==> src/rtl/branch_pkg.sv <==
`default_nettype none
// ============================================================================
// branch_pkg : shared types for the branch resolve path (predictor states,
//              resolve FSM encoding, queued prediction entry).  Rev 1.0
// ============================================================================
package branch_pkg;

  localparam int BR_XLEN    = 32;
  localparam int INSN_BYTES = 4;

  typedef enum logic [1:0] {
    SNT = 2'b00,
    WNT = 2'b01,
    WT  = 2'b10,
    ST  = 2'b11
  } pred_state_e;

  typedef enum logic [0:0] {
    RUN     = 1'b0,
    RECOVER = 1'b1
  } brs_state_e;

  typedef struct packed {
    logic               taken;
    logic [BR_XLEN-1:0] pc;
    logic [BR_XLEN-1:0] target;
  } q_entry_t;

endpackage
`default_nettype wire

==> src/rtl/branch_pred_queue.sv <==
`default_nettype none
// ============================================================================
// branch_pred_queue : circular FIFO of in-flight predictions with synchronous
//                     clear (clear wins over push/pop).  Rev 1.0
// ============================================================================
module branch_pred_queue #(
  parameter int DEPTH  = 4,
  parameter int DATA_W = 65
) (
  input  logic                     clk,
  input  logic                     reset,
  input  logic                     push,
  input  logic                     pop,
  input  logic                     clear,
  input  logic [DATA_W-1:0]        wr_data,
  output logic [DATA_W-1:0]        rd_data,
  output logic [$clog2(DEPTH):0]   count,
  output logic                     full,
  output logic                     empty
);

  localparam int AW = $clog2(DEPTH);
  localparam logic [AW-1:0] c_PTR_ONE = AW'(1);
  localparam logic [AW:0]   c_CNT_ONE = (AW+1)'(1);
  localparam logic [AW:0]   c_FULL    = (AW+1)'(DEPTH);

  logic [DATA_W-1:0] r_mem [DEPTH];
  logic [AW-1:0]     r_head;
  logic [AW-1:0]     r_tail;
  logic [AW:0]       r_count;
  logic              w_do_push;
  logic              w_do_pop;

  assign full      = (r_count == c_FULL);
  assign empty     = (r_count == '0);
  assign count     = r_count;
  assign rd_data   = r_mem[r_head];
  assign w_do_pop  = pop && !empty;
  assign w_do_push = push && (!full || w_do_pop);

  always_ff @(posedge clk or posedge reset) begin
    if (reset) begin
      r_head  <= '0;
      r_tail  <= '0;
      r_count <= '0;
    end else if (clear) begin
      r_head  <= '0;
      r_tail  <= '0;
      r_count <= '0;
    end else begin
      if (w_do_push) r_tail <= r_tail + c_PTR_ONE;
      if (w_do_pop)  r_head <= r_head + c_PTR_ONE;
      if (w_do_push && !w_do_pop)      r_count <= r_count + c_CNT_ONE;
      else if (w_do_pop && !w_do_push) r_count <= r_count - c_CNT_ONE;
    end
  end

  // Storage needs no reset; only the pointers define validity.
  always_ff @(posedge clk) begin
    if (w_do_push && !clear) r_mem[r_tail] <= wr_data;
  end

endmodule
`default_nettype wire

==> src/rtl/branch_resolve_unit.sv <==
`default_nettype none
// ============================================================================
// branch_resolve_unit : matches queued IF predictions against EX outcomes,
//                       trains the predictor, flushes on mispredict.  Rev 1.0
// ============================================================================
module branch_resolve_unit
  import branch_pkg::*;
#(
  parameter int XLEN  = 32,
  parameter int DEPTH = 4,
  parameter int CNT_W = 16
) (
  input  logic                     clk,
  input  logic                     reset,
  input  logic                     pred_valid,
  input  logic                     pred_taken,
  input  logic [XLEN-1:0]          pred_pc,
  input  logic [XLEN-1:0]          pred_target,
  output logic                     pred_ready,
  input  logic                     res_valid,
  input  logic                     res_taken,
  input  logic [XLEN-1:0]          res_target,
  output logic                     res_ready,
  output logic                     upd_valid,
  output logic                     upd_taken,
  output logic                     flush,
  output logic [XLEN-1:0]          redirect_pc,
  output logic [$clog2(DEPTH):0]   q_count,
  output logic [CNT_W-1:0]         branch_cnt,
  output logic [CNT_W-1:0]         mispredict_cnt
);

  localparam int                DATA_W     = $bits(q_entry_t);
  localparam logic [CNT_W-1:0]  c_CNT_ONE  = CNT_W'(1);
  localparam logic [XLEN-1:0]   c_INSN_INC = XLEN'(INSN_BYTES);

  brs_state_e        r_state;
  brs_state_e        w_state_nxt;
  q_entry_t          w_wr_entry;
  q_entry_t          w_head;
  logic [DATA_W-1:0] w_rd_data;
  logic              w_full;
  logic              w_empty;
  logic              w_in_run;
  logic              w_push;
  logic              w_res_fire;
  logic              w_mispredict;
  logic              r_upd_valid;
  logic              r_upd_taken;
  logic              r_flush;
  logic [XLEN-1:0]   r_redirect_pc;
  logic [CNT_W-1:0]  r_branch_cnt;
  logic [CNT_W-1:0]  r_mispredict_cnt;

  assign w_in_run   = (r_state == RUN);
  assign pred_ready = !w_full && w_in_run;
  assign res_ready  = !w_empty && w_in_run;
  assign w_push     = pred_valid && pred_ready;
  assign w_res_fire = res_valid && res_ready;

  assign w_wr_entry.taken  = pred_taken;
  assign w_wr_entry.pc     = pred_pc;
  assign w_wr_entry.target = pred_target;
  assign w_head            = w_rd_data;

  assign w_mispredict = w_res_fire &&
                        ((w_head.taken != res_taken) ||
                         (w_head.taken && res_taken && (w_head.target != res_target)));

  // A mispredict clears the queue, discarding the same-cycle wrong-path push.
  branch_pred_queue #(
    .DEPTH  (DEPTH),
    .DATA_W (DATA_W)
  ) u_queue (
    .clk     (clk),
    .reset   (reset),
    .push    (w_push),
    .pop     (w_res_fire),
    .clear   (w_mispredict),
    .wr_data (w_wr_entry),
    .rd_data (w_rd_data),
    .count   (q_count),
    .full    (w_full),
    .empty   (w_empty)
  );

  always_comb begin
    w_state_nxt = r_state;
    case (r_state)
      RUN:     if (w_mispredict) w_state_nxt = RECOVER;
      RECOVER: w_state_nxt = RUN;
      default: w_state_nxt = RUN;
    endcase
  end

  always_ff @(posedge clk or posedge reset) begin
    if (reset) begin
      r_state          <= RUN;
      r_upd_valid      <= 1'b0;
      r_upd_taken      <= 1'b0;
      r_flush          <= 1'b0;
      r_redirect_pc    <= '0;
      r_branch_cnt     <= '0;
      r_mispredict_cnt <= '0;
    end else begin
      r_state     <= w_state_nxt;
      r_upd_valid <= w_res_fire;
      r_upd_taken <= w_res_fire && res_taken;
      r_flush     <= w_mispredict;
      if (w_res_fire && (r_branch_cnt != '1))
        r_branch_cnt <= r_branch_cnt + c_CNT_ONE;
      if (w_mispredict) begin
        r_redirect_pc <= res_taken ? res_target : (w_head.pc + c_INSN_INC);
        if (r_mispredict_cnt != '1)
          r_mispredict_cnt <= r_mispredict_cnt + c_CNT_ONE;
      end
    end
  end

  assign upd_valid      = r_upd_valid;
  assign upd_taken      = r_upd_taken;
  assign flush          = r_flush;
  assign redirect_pc    = r_redirect_pc;
  assign branch_cnt     = r_branch_cnt;
  assign mispredict_cnt = r_mispredict_cnt;

endmodule
`default_nettype wire

==> config.mk <==
export PLATFORM = sky130hd
export DESIGN_NAME = branch_resolve_unit
export DESIGN_NICKNAME = d
export VERILOG_FILES = /design/src/rtl/branch_pkg.sv /design/src/rtl/branch_pred_queue.sv /design/src/rtl/branch_resolve_unit.sv
export SDC_FILE = /design/constraint.sdc
export NUM_CORES = 1
export LEC_CHECK = 0
export BUFFER_PORTS_ARGS = -buffer_cell sky130_fd_sc_hd__buf_2
export CAP_MARGIN = 15
export CORE_MARGIN = 2
export CORE_UTILIZATION = 50
export DETAILED_ROUTE_END_ITERATION = 16
export GPL_ROUTABILITY_DRIVEN = 0
export PLACE_DENSITY = 0.73
export SYNTH_ARGS = -nofsm -noshare
export SYNTH_HDL_FRONTEND = slang
export SYNTH_HIERARCHICAL = 1
export SYNTH_SLANG_ARGS = --single-unit
==> constraint.sdc <==
create_clock -name clk -period 7.68 [get_ports clk]
set_clock_uncertainty 0.2 [all_clocks]
set_input_delay 1.152 -clock clk [delete_from_list [all_inputs] [get_ports clk]]
set_output_delay 1.152 -clock clk [all_outputs]
set_load 0.005 [all_outputs]
# Word level (Yosys, flattened, before mapping)
# Memories as Yosys holds them, arrays and structs flattened.
# Index checks and enable logic that the tools add are counted.
[op_classes]
n_eq_ne = 5
n_bitwise = 1
n_reduce_logical = 26
mux = 12
n_addsub = 7
[ops]
columns = ["op", "n"]
rows = [
  ["$add 16x1->16 const B", 2],
  ["$add 32x3->32 const B", 1],
  ["$mux 32", 1],
  ["$ne 16x16->1 const B", 2],
  ["$ne 32x32->1", 1],
  ["$logic_and 1x1->1", 14],
  ["$mux 3", 3],
  ["$mux 2", 4],
  ["$logic_not 1->1", 5],
  ["$add 2x1->2 const B", 2],
  ["$reduce_bool 2->1", 2],
  ["$add 3x1->3 const B", 1],
  ["$eq 3x3->1 const B", 1],
  ["$logic_not 3->1", 1],
  ["$mux 1", 3],
  ["$reduce_bool 3->1", 1],
  ["$sub 3x1->3 const B", 1],
  ["$logic_or 1x1->1", 2],
  ["$pmux 1 s2", 1],
  ["$reduce_and 2->1", 1],
  ["$ne 1x1->1", 1],
  ["$not 1->1", 1],
]
[totals]
n_memories = 1
elab_cells = 62
reg_bits = 75
ramBits = 260
in_bits = 102
output_inout_bits = 72
[mem_list]
columns = ["name", "depth", "word_bits", "rd", "rd_ports_with_merged_regs", "write_ports", "line_no", "source"]
rows = [
  ["u_queue.r_mem", 4, 65, 1, 0, 1, "branch_pred_queue.sv:27", "logic [DATA_W-1:0] r_mem [DEPTH];"],
]

# Longest topological paths before layout
# Gate-level depths: netlist of run 1.
[logic_depth]
depth_word = 12
depth_mapped = 13
mapped_depth_nobuf = 10

# By module
# Netlist of run 1, hierarchy kept.
[by_module_without_submodules]
columns = ["module", "cells_each", "n_inst", "area_each_um2"]
rows = [
  ["branch_pred_queue", 404, 1, 9939.5],
  ["branch_resolve_unit", 415, 1, 4078.9],
]

# Least setup slack after synthesis of run 1
# OpenSTA, ideal clock, no wires.
[synth_timing]
kind = "register to register"
from = "reg u_queue.r_head[0]"
to = "mem u_queue.r_mem[0][0], enable pin"
path_slack_ns = -0.821
arrival_time_ns = 7.720
path_stages_with_launch = 13
required_ns = 6.898
path_cell_list = "dfrtp_1 > buf_2 > buf_4 > buf_4 > mux4_2 > xor2_1 > nor4_1 > nand4_1 > o211ai_2 > nand2_1 > clkbuf_1 > clkbuf_1 > nor3b_1"
[synth_rtl]
columns = ["item", "line_no", "source"]
rows = [
  ["start: declaration", "branch_pred_queue.sv:28", "logic [AW-1:0] r_head;"],
  ["start signal: assignment", "branch_pred_queue.sv:52", "if (w_do_pop) r_head <= r_head + c_PTR_ONE;"],
  ["end: declaration", "branch_pred_queue.sv:27", ""],
]

==> results.cfg, run 1 <==
[final_layout]
drive_gt1_share_pct = 34.20
stdcell_count = 1417
fillCellCount = 2062
seqCellArea_sq_um = 9689
layout.nets = 1122
multi_input_area_sq_um = 4145
area_delta_synth_final_pct = 17.23
post-route-util_pct = 59.31

[clock_network]
clockBufferDepth = 3
cts_tree = done
cts_max_level = 2
post-cts-setup-buffers = 0
cts_hold_buf = 0
cts_buffers = 35
post_cts_resized = 0
cts_sinks = 335
cts_root_buf = clkbuf_16
clkLatencyLatePin_ns = 0.52
clkTransAtPathRegs_ns = 0.06

[die]
die_area_sq_um = 29390
fp.dieW_microns = 171.4
initial_core_util_pct = 50.60
die_height_microns = 171.4
core_sq_um = 27710
rows = 61
io_pins = 174

[timing]
tightest_slew_ns = 1.067
post-route-period-util_pct = 69.89
finalSetupViolCount = 0
post-route-min-period_ns = 5.368
relSlewSlack_pct = 28.86
rsz0062_at_grt = no
hold_violations = 0
max_freq_mhz = 186.3
finalMaxSlewViolations = 0

[global_route]
grt_pass1_wl_microns = 47910
antenna_found_initial = 1
grt_overflow = 0
grt_max_degree = 53
first_global_vias = 8104
track_usage_pct = 22.02

[power]
power_density_nw_per_um2 = 352.3
power_mw = 5.790
vdd_drop_max_mv = 0.1908
leakage_nw = 6.068

[routing]
drc = 0
via_per_inst = 5.609
avgRoutedWirePerCell_microns = 22.27
wl_met3_microns = 2480
initialDrtViolationCount = 794
ant_nets = 0
met1_length_microns = 13280
dr.pass1.iters = 7
num_vias = 7948
met2_length_microns = 14940
top_layer = met4
wl_microns = 31550

[place]
io_buffer_count = 173
hpwlAfterDp_microns = 21450
post-place-cells = 1352

[synth]
synth-edff-count = 260
syn_inst = 819
synth_top_area_cell = edfxtp_1
synth_ff_type = edfxtp_1
yosys_warnings = 6
syn_area_sq_um = 14020
netlist.area_leader.share_pct = 55.69
ys_types = 51
yosys_register_bits = 335
syn_nets = 930
ys_top_cells_by_area = edfxtp_1 (56%), dfrtp_1 (13%), mux4_2 (10%), xor2_1 (3.9%), mux2_2 (2.9%)
synth-async-reset-ratio_pct = 22.39
synth.avg_cell_area_sq_um = 17.12
ys_seq_area_share_pct = 69.08

[critical_path]
cp_max_fo = 52
regToRegStartpoint = u_queue/r_head[0]$_DFFE_PP0P_
cp.required_ns = 7.61
cp.arrival_ns = 5.30
critPathCaptureType = flip-flop
setup.worst_path.class = flip-flop to flip-flop
r2r_cells = 8
worstSetupStartpointType = flip-flop
r2r_slack_ns = 2.31
r2r-end = u_queue/r_mem[2][11]$_DFFE_PP_

[status]
status = finished clean

[min_path]
min_path_cells = 1
hp-start = branch_cnt[7]$_DFFE_PP0P_
holdPathEnd = branch_cnt[7]$_DFFE_PP0P_
hp-class = flip-flop to flip-flop

[job]
drv_cap = 0
layout by cell type, fill, tap and decap left out, types with 14 or more instances in the layout:
cell type	synthesis	final
buf_2	10	173
nand4_1	15	15
buf_4	4	14
nand3_1	16	16
nor4_1	14	14
nand2_1	52	51
nor2_1	27	27
xor2_1	63	63
xnor2_1	27	27
o21ai_0	25	25
dfrtp_1	75	73
mux4_2	65	65
mux2_2	36	36
edfxtp_1	260	260
clkbuf_16	0	36
logic make-up after synthesis:
family / synth area share (%)
AND/OR/NAND/NOR: 6.310
flip-flops: 69.08
AO/OA/AOI/OAI: 2.553
multiplexers: 14.07
adder cells (fa/ha/maj): 0.8569
buffers and inverters: 1.508
XOR/XNOR: 5.623
routing by layer:
layer  track usage, %  vias up
met5                0        -
met4            7.148        0
met3            4.027       49
met2            35.46      346
met1            30.70     3984
li1                 -     3569
critical path: stages, from the launching register on:
cell and delay [ns]:
dfrtp_4 1.01, mux4_2 0.61, xor2_1 0.16, nor4_1 0.62, nand4_1 0.19, o211ai_2 0.72
nand2_2 0.44, nor3b_2 0.32, buf_4 0.68
state kept, by name (all words and copies together) (netlist names):
register        count
u_queue/r_mem     260
redirect_pc        32
branch_cnt         16
mispredict_cnt     16
u_queue/count       3
u_queue/r_head      2
u_queue/r_tail      2
flush               1
r_state             1
upd_taken           1
upd_valid           1
stage by stage:
step / area (sq um) / setup slack (ns) / setup TNS, ns / hold slack [ns]
after global routing: 16430 / 1.947 / 0 / 0.3132
after detailed placement: 15330 / 2.327 / 0 / 0.2742
after global placement: 15330 / 2.388 / 0 / 0.2721
after CTS: 16430 / 2.296 / 0 / 0.2818
after floorplan: 14020 / -0.8212 / -213.50 / 0.2769
final: 16430 / 2.312 / 0 / 0.2811
report_power, final:
group / switching [mW] / internal (mW) / total [mW]
registers: 0.257 / 2.36 / 2.62
clock network: 0.670 / 0.932 / 1.60
logic: 0.805 / 0.764 / 1.57
total: 1.73 / 4.06 / 5.79
cells in the mapped netlist (all sizes together) (11+ instances only):
library cell,instances
buf,18
nand2,52
nor2,27
xor2,63
clkbuf,14
inv,15
xnor2,27
o21ai,25
nand3,17
nand4,15
nor3,12
nor4,14
mux4,65
mux2,43
edfxtp,260
a211oi,11
dfrtp,75
worst max path at each step:
stage | start | end | slack, ns | depth (start not counted)
after floorplan | u_queue/r_head[0]$_DFFE_PP0P_ | u_queue/r_mem[0][0]$_DFFE_PP_ | -0.82 | 12
after global placement | u_queue/r_head[0]$_DFFE_PP0P_ | u_queue/r_mem[3][14]$_DFFE_PP_ | 2.39 | 8
after detailed placement | u_queue/r_head[0]$_DFFE_PP0P_ | u_queue/r_mem[2][14]$_DFFE_PP_ | 2.33 | 8
after CTS | u_queue/r_head[0]$_DFFE_PP0P_ | u_queue/r_mem[2][34]$_DFFE_PP_ | 2.30 | 8
after global routing | u_queue/r_head[0]$_DFFE_PP0P_ | u_queue/r_mem[2][6]$_DFFE_PP_ | 1.95 | 8
final | u_queue/r_head[0]$_DFFE_PP0P_ | u_queue/r_mem[2][11]$_DFFE_PP_ | 2.31 | 8
layout make-up:
type,count,area share [%]
Multi-Input combinational cell,437,25.22
Clock buffer,50,5.984
Inverter,15,0.3426
Clock inverter,14,0.6852
Antenna cell,1,0.01523
Sequential cell,335,58.96
Tap cell,378,2.878
Timing Repair Buffer,187,5.908
Power figures use the tool's default switching activity.
==> inputs of run 2 (changes only) <==
--- a/config.mk
+++ b/config.mk
@@ -11,7 +11,7 @@
 export CORE_UTILIZATION = 50
 export DETAILED_ROUTE_END_ITERATION = 16
 export GPL_ROUTABILITY_DRIVEN = 0
-export PLACE_DENSITY = 0.73
+export PLACE_DENSITY = 0.7
 export SYNTH_ARGS = -nofsm -noshare
 export SYNTH_HDL_FRONTEND = slang
 export SYNTH_HIERARCHICAL = 1
==> constraint.sdc (replaced) <==
create_clock -name clk -period 5.1 [get_ports clk]
set_clock_uncertainty 0.2 [all_clocks]
set_input_delay 0.765 -clock clk [delete_from_list [all_inputs] [get_ports clk]]
set_output_delay 0.765 -clock clk [all_outputs]
set_load 0.005 [all_outputs]
==> results.cfg, run 2 (synthesis gave the netlist of run 1 again) <==
[status]
status = finished clean

[routing]
ant_nets = 0
num_vias = 7928
via_per_inst = 5.587
initialDrtViolationCount = 582
wl_microns = 30840
dr.pass1.iters = 6
drc = 0
avgRoutedWirePerCell_microns = 21.73

[power]
power_mw = 8.834
netSwitchingFraction_pct = 29.96
seq_power_share_pct = 43.9
pwr-share-clk_pct = 27.5
power.share.combinational_pct = 28.6
vdd_drop_max_mv = 0.3206
leakage_nw = 6.098
p_int_mw = 6.187
power_density_nw_per_um2 = 534.2
power.switching_mw = 2.647

[die]
io_pins = 174
die_area_sq_um = 29390
rows = 61
core_sq_um = 27710
fp.dieW_microns = 171.4
die_height_microns = 171.4
initial_core_util_pct = 50.60

[global_route]
antenna_found_initial = 2
grt_max_degree = 66
grt_overflow = 0
first_global_vias = 7791
grt_pass1_wl_microns = 46090
track_usage_pct = 21.22

[critical_path]
cp.required_ns = 5.04
slowest_stage = dfrtp_4
r2r_cells = 9
regToRegStartpoint = u_queue/r_head[0]$_DFFE_PP0P_
crit_path_cell_trace = buf_12, mux4_2, xor2_1, nor4_1, nand4_1, o211ai_4, nand2_2, nor3b_4, buf_4
worstSetupStartpointType = flip-flop
critPathCaptureType = flip-flop
cp_max_fo = 38
slowest_delay_ns = 0.67
r2r_slack_ns = 0.76
r2r-end = u_queue/r_mem[2][44]$_DFFE_PP_
cp.arrival_ns = 4.29
setup.worst_path.class = flip-flop to flip-flop

[timing]
relSlewSlack_pct = 37.10
hold_ws_ns = 0.004932
max_freq_mhz = 230.3
finalMaxSlewViolations = 0
hold_violations = 0
rsz0062_at_grt = no
finalSetupViolCount = 0
tightest_slew_ns = 0.9434
tns_ns = 0
post-route-min-period_ns = 4.343
post-route-period-util_pct = 85.15

[clock_network]
cts_tree = done
post_cts_resized = 0
post-cts-setup-buffers = 0
clkTransAtPathRegs_ns = 0.06
cts_hold_buf = 0
cts_buffers = 35
clockBufferDepth = 3
cts_max_level = 2
cts_sinks = 335
cts_root_buf = clkbuf_16
clkLatencyLatePin_ns = 0.51

[place]
io_buffer_count = 173
hpwlAfterDp_microns = 20890

[job]
drv_cap = 0

[final_layout]
final_cell_mix = edfxtp_1 (260), buf_2 (173), dfrtp_1 (73)
post-route-util_pct = 59.68
drive_gt1_share_pct = 34.07
largest_reg_flops = 260
largest_register = u_queue/r_mem
layout.nets = 1123
fillCellCount = 2071
final_common_cell = edfxtp_1
area_delta_synth_final_pct = 17.96

[min_path]
hp-class = input port to async pin
-- run 2: changes by cell type in the layout (fill, tap and decap cells not counted) --
cell	delta
buf_12	+4
nor3b_2	-4
nor3b_4	+4
buf_4	-3
clkbuf_1	+3
clkbuf_8	+2
clkinv_2	-2
clkinv_1	-1
clkinv_4	-1
clkinvlp_4	-1
diode_2	+1
o211ai_2	-1
o211ai_4	+1
-- run 2: stage by stage --
step	std cells	area [sq um]	setup slack (ns)
floorplan	819	14090	0.004371
global placement	1353	15430	0.6942
detailed placement	1353	15430	0.7168
global route	1417	16530	0.5304
CTS	1417	16530	0.6997
finish	1419	16540	0.7574
-- run 2: routing by layer --
layer / vias up / share of wire, % / GRT usage [%] / wire length, microns
met1: 3986 / 43 / 30.68 / 13340
met4: 0 / 2.2 / 5.674 / 667
li1: 3577 / - / - / -
met5: - / 0 / 0 / 0
met2: 317 / 47 / 33.51 / 14490
met3: 48 / 7.6 / 3.935 / 2343
-- run 2: how the worst max path moves through the flow --
stage                                                 to  depth (start not counted)                           from
after floorplan            u_queue/r_mem[2][0]$_DFFE_PP_                         12  u_queue/r_head[0]$_DFFE_PP0P_
after global placement    u_queue/r_mem[2][40]$_DFFE_PP_                          9  u_queue/r_head[0]$_DFFE_PP0P_
after detailed placement  u_queue/r_mem[2][39]$_DFFE_PP_                          9  u_queue/r_head[0]$_DFFE_PP0P_
after CTS                 u_queue/r_mem[2][61]$_DFFE_PP_                          9  u_queue/r_head[0]$_DFFE_PP0P_
after global routing      u_queue/r_mem[2][56]$_DFFE_PP_                          9  u_queue/r_head[0]$_DFFE_PP0P_
final                     u_queue/r_mem[2][44]$_DFFE_PP_                          9  u_queue/r_head[0]$_DFFE_PP0P_
-- run 2: power by group through the flow --
stage / Clock [mW] / Sequential, mW / Combinational [mW]
6_report: 2.43 / 3.88 / 2.52
5_1_grt: 2.59 / 3.94 / 2.73
4_1_cts: 2.48 / 3.88 / 2.55
3_5_place_dp: 0 / 3.93 / 2.53
3_3_place_gp: 0 / 3.92 / 2.50
2_1_floorplan: 0 / 3.81 / 1.80
-- run 2: cell type report --
class	instances	area, sq um	area share (%)
Antenna cell	2	5.005	0.03027
Multi-Input combinational cell	437	4179	25.27
Clock inverter	9	82.58	0.4994
Clock buffer	55	1022	6.182
Tap cell	378	473.0	2.860
Sequential cell	335	9689	58.60
Timing Repair Buffer	188	1028	6.220
Inverter	15	56.30	0.3405
-- run 2: worst max-delay path: cells and delay by family (launching register included) --
family / cells / cell delay (ns)
buffers and inverters: 2 / 0.81
and+or+nand+nor: 4 / 1.29
AOI/OAI and AO/OA: 1 / 0.24
DFF: 1 / 0.67
xor gates and xnor gates: 1 / 0.16
muxes: 1 / 0.56
